<file path="src/rtl/id_ex_operand_stage.sv">
// ID/EX pipeline register with MEM/WB operand forwarding feeding the ALU.
// Held operands snoop WB writebacks while stalled so a retiring producer is never missed.
module id_ex_operand_stage #(
  parameter int XLEN       = 32,
  parameter int REG_ADDR_W = 5
) (
  input  logic                  clk,
  input  logic                  rst,
  input  logic                  stall,
  input  logic                  flush,
  input  logic                  id_valid,
  input  logic [XLEN-1:0]       id_pc,
  input  logic [REG_ADDR_W-1:0] id_rs1_addr,
  input  logic [REG_ADDR_W-1:0] id_rs2_addr,
  input  logic [XLEN-1:0]       id_rs1_data,
  input  logic [XLEN-1:0]       id_rs2_data,
  input  logic [XLEN-1:0]       id_imm,
  input  logic [REG_ADDR_W-1:0] id_rd_addr,
  input  logic                  id_reg_write,
  input  logic [3:0]            id_alu_op,
  input  logic                  id_src_a_pc,
  input  logic                  id_src_b_imm,
  input  logic                  mem_reg_write,
  input  logic [REG_ADDR_W-1:0] mem_rd_addr,
  input  logic [XLEN-1:0]       mem_result,
  input  logic                  wb_reg_write,
  input  logic [REG_ADDR_W-1:0] wb_rd_addr,
  input  logic [XLEN-1:0]       wb_result,
  output logic                  ex_valid,
  output logic [XLEN-1:0]       operand_a,
  output logic [XLEN-1:0]       operand_b,
  output logic [3:0]            alu_op,
  output logic [XLEN-1:0]       ex_store_data,
  output logic [REG_ADDR_W-1:0] ex_rd_addr,
  output logic                  ex_reg_write,
  output logic [1:0]            fwd_a_sel,
  output logic [1:0]            fwd_b_sel
);

  localparam logic [3:0] ALU_ADD = 4'h0;

  localparam logic [1:0] FWD_REG = 2'd0;
  localparam logic [1:0] FWD_WB  = 2'd1;
  localparam logic [1:0] FWD_MEM = 2'd2;

  logic                  valid_q;
  logic [XLEN-1:0]       pc_q;
  logic [REG_ADDR_W-1:0] rs1_addr_q;
  logic [REG_ADDR_W-1:0] rs2_addr_q;
  logic [XLEN-1:0]       rs1_data_q;
  logic [XLEN-1:0]       rs2_data_q;
  logic [XLEN-1:0]       imm_q;
  logic [REG_ADDR_W-1:0] rd_addr_q;
  logic                  reg_write_q;
  logic [3:0]            alu_op_q;
  logic                  src_a_pc_q;
  logic                  src_b_imm_q;

  logic wb_snoop_rs1;
  logic wb_snoop_rs2;

  // x0 is never a real producer, so it must never be snooped.
  assign wb_snoop_rs1 = wb_reg_write && (wb_rd_addr != '0) && (wb_rd_addr == rs1_addr_q);
  assign wb_snoop_rs2 = wb_reg_write && (wb_rd_addr != '0) && (wb_rd_addr == rs2_addr_q);

  // NOTE: sequential state uses non-blocking assignments so every register samples
  // pre-edge values regardless of statement order.
  always_ff @(posedge clk or posedge rst) begin
    if (rst) begin
      valid_q     <= 1'b0;
      pc_q        <= '0;
      rs1_addr_q  <= '0;
      rs2_addr_q  <= '0;
      rs1_data_q  <= '0;
      rs2_data_q  <= '0;
      imm_q       <= '0;
      rd_addr_q   <= '0;
      reg_write_q <= 1'b0;
      alu_op_q    <= ALU_ADD;
      src_a_pc_q  <= 1'b0;
      src_b_imm_q <= 1'b0;
    end else if (stall) begin
      if (wb_snoop_rs1) rs1_data_q <= wb_result;
      if (wb_snoop_rs2) rs2_data_q <= wb_result;
    end else if (flush) begin
      valid_q     <= 1'b0;
      reg_write_q <= 1'b0;
      alu_op_q    <= ALU_ADD;
      rd_addr_q   <= '0;
    end else begin
      valid_q     <= id_valid;
      pc_q        <= id_pc;
      rs1_addr_q  <= id_rs1_addr;
      rs2_addr_q  <= id_rs2_addr;
      rs1_data_q  <= id_rs1_data;
      rs2_data_q  <= id_rs2_data;
      imm_q       <= id_imm;
      rd_addr_q   <= id_rd_addr;
      reg_write_q <= id_reg_write;
      alu_op_q    <= id_alu_op;
      src_a_pc_q  <= id_src_a_pc;
      src_b_imm_q <= id_src_b_imm;
    end
  end

  logic [XLEN-1:0] fwd_rs1;
  logic [XLEN-1:0] fwd_rs2;

  // NOTE: every always_comb output gets a default first so no path can infer a latch.
  always_comb begin
    fwd_rs1   = rs1_data_q;
    fwd_a_sel = FWD_REG;
    if (mem_reg_write && (mem_rd_addr == rs1_addr_q) && (rs1_addr_q != '0)) begin
      fwd_rs1   = mem_result;
      fwd_a_sel = FWD_MEM;
    end else if (wb_reg_write && (wb_rd_addr == rs1_addr_q) && (rs1_addr_q != '0)) begin
      fwd_rs1   = wb_result;
      fwd_a_sel = FWD_WB;
    end

    fwd_rs2   = rs2_data_q;
    fwd_b_sel = FWD_REG;
    if (mem_reg_write && (mem_rd_addr == rs2_addr_q) && (rs2_addr_q != '0)) begin
      fwd_rs2   = mem_result;
      fwd_b_sel = FWD_MEM;
    end else if (wb_reg_write && (wb_rd_addr == rs2_addr_q) && (rs2_addr_q != '0)) begin
      fwd_rs2   = wb_result;
      fwd_b_sel = FWD_WB;
    end
  end

  assign operand_a     = src_a_pc_q  ? pc_q  : fwd_rs1;
  assign operand_b     = src_b_imm_q ? imm_q : fwd_rs2;
  assign ex_store_data = fwd_rs2;
  assign ex_valid      = valid_q;
  assign alu_op        = alu_op_q;
  assign ex_rd_addr    = rd_addr_q;
  assign ex_reg_write  = valid_q & reg_write_q;

endmodule

</file>
<file path="config.mk">
export PLATFORM = sky130hd
export DESIGN_NAME = id_ex_operand_stage
export DESIGN_NICKNAME = d
export VERILOG_FILES = /design/src/rtl/id_ex_operand_stage.sv
export SDC_FILE = /design/constraint.sdc
export NUM_CORES = 1
export LEC_CHECK = 0
export BUFFER_PORTS_ARGS = -buffer_cell sky130_fd_sc_hd__buf_2
export CORE_UTILIZATION = 54
export DETAILED_ROUTE_END_ITERATION = 16
export GPL_TIMING_DRIVEN = 0
export PLACE_DENSITY_LB_ADDON = 0.05
export SETUP_SLACK_MARGIN = 0.02
export SLEW_MARGIN = 10
export SYNTH_ARGS = -nofsm -noshare
export SYNTH_HDL_FRONTEND = slang
export SYNTH_SLANG_ARGS = --single-unit
</file>
<file path="constraint.sdc">
create_clock -name clk -period 11.7 [get_ports clk]
set_input_delay 0 -clock clk [delete_from_list [all_inputs] [get_ports clk]]
set_output_delay 0 -clock clk [all_outputs]
set_load 0.02 [all_outputs]
</file>
==> impl_metrics.env <==
export IMPL_r2r_cells=8
export IMPL_gp_congestion=0.909
export IMPL_grt_max_degree=81
export IMPL_rows=47
export IMPL_synthCells=921
export IMPL_post_cts_setup_buffers=0
export IMPL_grt_pass1_vias=10700
export IMPL_multi_input_area_mm2=0.00484
export IMPL_crit_path_cell_trace="xor2_1 > nor4_1 > and2_0 > clkbuf_1 > clkbuf_1 > nand3_1 > o311ai_0 > dlygate4sd3_1"
export IMPL_num_vias=10500
export IMPL_core_mm2=0.0166
export IMPL_power_density_mw_per_mm2=140
export IMPL_crit_family="simple AND/OR/NAND/NOR gates"
export IMPL_worstSetupPathDepth=8
export IMPL_die_area_mm2=0.0175
export IMPL_cts_repair_resize_count=0
export IMPL_max_freq_mhz=293
export IMPL_synth_ff_type="dfrtp_1"
export IMPL_critPathMaxStageDelay_ns=0.90
export IMPL_vdd_ir_drop_max_uv=115
export IMPL_antenna_found_initial=0
export IMPL_holdBufCountCts=204
export IMPL_pwr_share_clk=0.309
export IMPL_finalSetupTns_ns=0
export IMPL_register_area_mm2=0.00378
export IMPL_grt_util_all_layers=0.421
export IMPL_finalNetCount=1716
export IMPL_detailed_place_hpwl_mm=23.9
export IMPL_hold_violations=0
export IMPL_slowest_stage="nor4_1"
export IMPL_cts_root_buf="clkbuf_16"
export IMPL_htreeDepth=4
export IMPL_p_leak_uw=0.00624
export IMPL_max_slew_worst_pin_slew_ns=1.23
export IMPL_ys_ff_latch=151
export IMPL_synth_distinct_cells=41
export IMPL_die_w_um=132
export IMPL_worstPathArrival_ns=3.78
export IMPL_slew_violations=0
export IMPL_yosysMostFrequentCell="dfrtp_1"
export IMPL_num_antenna_cells=0
export IMPL_cts_buffers=17
export IMPL_synth_area_leaders="dfrtp_1 41%, mux2_2 13%, o31ai_1 5.2%"
export IMPL_required_ns=12.06
export IMPL_synth_edf_count=0
export IMPL_fin_crit_ns=3.41
export IMPL_dr_first_iter_drc_count=1295
export IMPL_drt_total_wl_mm=36.8
export IMPL_start_util=0.552
export IMPL_wl_per_cell_um=21.4
export IMPL_max_slew_margin=0.174
export IMPL_path_class="reg2reg"
export IMPL_status="completed"
export IMPL_switching_power_uw=666
export IMPL_portBuffers=340
export IMPL_tritoncts="built"
export IMPL_cell_internal_pwr_uw=1280
export IMPL_critPathMaxFanout=10
export IMPL_clk_pin_slew_ns=0.06
export IMPL_drtPass1Iterations=6
export IMPL_finalWorstSetupSlack_ns=8.29
export IMPL_seq_area_frac_synth=0.412
export IMPL_switching_share=0.343
export IMPL_die_y_um=132
export IMPL_ys_top_cells_by_count="151 x dfrtp_1, 108 x mux2_2, 68 x nor2_1"
export IMPL_setup_viol=0
export IMPL_cp_end_kind="flop"
export IMPL_async_reset_ff_frac=1.00
export IMPL_nFillCells=987
export IMPL_syn_nets=1152
export IMPL_layout_worst_path_cycle_share=0.292
export IMPL_drive_gt1_frac=0.364
export IMPL_synth_area_leader_cell="dfrtp_1"
export IMPL_hold_depth=3
export IMPL_startpoint_type="flop"
export IMPL_crit_top_cell="clkbuf_1"
export IMPL_power_uw=1940
export IMPL_area_growth_pct=51.2
export IMPL_rsz0062_at_grt="no"
export IMPL_antenna_left=0
export IMPL_syn_avg_cell_area_um2=9.95
export IMPL_grt_overflow=0
export IMPL_grt_pass1_wl_mm=56.9
export IMPL_synth_top_area_frac=0.412
export IMPL_clk_latency_ns=0.44
export IMPL_fin_util=0.835
export IMPL_cts_sinks=151
export IMPL_cap_viol_max_count=0
export IMPL_yosysWarnings=0
export IMPL_drc=0
export IMPL_pre_cts_ws_ns=8.92
export IMPL_p_seq_frac=0.334
export IMPL_fin_worst_skew_ns=0.00965
export IMPL_clk_path_buf_depth=2
export IMPL_critPathBufInv=3
export IMPL_via_per_inst=6.10
export IMPL_io_pins=342
export IMPL_combPwrFrac=0.357
export IMPL_hp_class="in2reg"
export IMPL_synthesis_area_mm2=0.00916
[layout by cell type, fill, tap and decap left out, types with 33 or more instances in the layout]
cell type	synthesis	layout
mux2i_1	41	41
dfrtp_1	151	151
a21oi_1	42	42
nand4_1	35	35
dlygate4sd3_1	0	204
mux2_2	108	108
o31ai_1	64	64
nor3_1	34	34
buf_2	20	360
nand2_1	59	59
nor2_1	68	68
a31oi_1	33	33
clkbuf_1	64	67
[worst paths after layout]
kind	from	slack, ns	endpoint
min reg2reg	rs1_data_q[20]	0.50	rs1_data_q[20]
max	rs1_addr_q[1]	8.29	rs1_data_q[6]
max reg2reg	rs1_addr_q[1]	8.29	rs1_data_q[6]
min in group asynchronous	rst	0.18	imm_q[11]
min	wb_result[8]	0.01	rs1_data_q[8]
max in group asynchronous	rst	10.73	imm_q[30]
[tightest hold or removal path, stage by stage]
cell and delay (ns):
buf_2 0.15, nor3_1 0.18, a211oi_1 0.07
[metrics by stage]
step	instance area, um^2	std cells	hold WS [ns]
finish	13800	1717	0.0111
global route	13800	1717	0.0900
CTS	13800	1717	0.0150
detailed placement	11200	1482	0.0896
global placement	11100	1481	0.215
floorplan	9160	921	0.123
[power groups by stage]
stage	logic [uW]	clock network [uW]	registers, uW
after floorplan	397	0	645
after global placement	591	0	651
after detailed placement	601	0	654
after CTS	670	602	645
after global routing	731	620	656
final	694	601	649
[sequential cells by signal, indices dropped and copies added (netlist names)]
register,cells
alu_op,4
ex_rd_addr,5
ex_valid,1
imm_q,32
pc_q,32
reg_write_q,1
rs1_addr_q,5
rs1_data_q,32
rs2_addr_q,5
rs2_data_q,32
src_a_pc_q,1
src_b_imm_q,1
[final cells by class]
type                    count  area share
clock buffers              24      0.0355
repair buffers            545       0.272
inverters                  24     0.00705
multi-input cells         647       0.349
flip-flops and latches    151       0.273
clock inverters             7      0.0102
plain buffers              99      0.0330
well taps                 220      0.0199
[layer usage]
metal  global-route usage  up-vias  part of all wire
li1                     -     4595                 -
met1                0.521     5011              0.38
met2                0.694      742              0.49
met3               0.0919      125             0.093
met4                0.218        0             0.043
met5                    0        -                 0
[kinds of logic after synthesis]
| group | synth area share |
|---|---|
| buf+inv | 0.0597 |
| mux | 0.178 |
| flops | 0.412 |
| simple gates | 0.137 |
| compound gates | 0.194 |
| xor+xnor | 0.0191 |
Power figures use the tool's default switching activity.
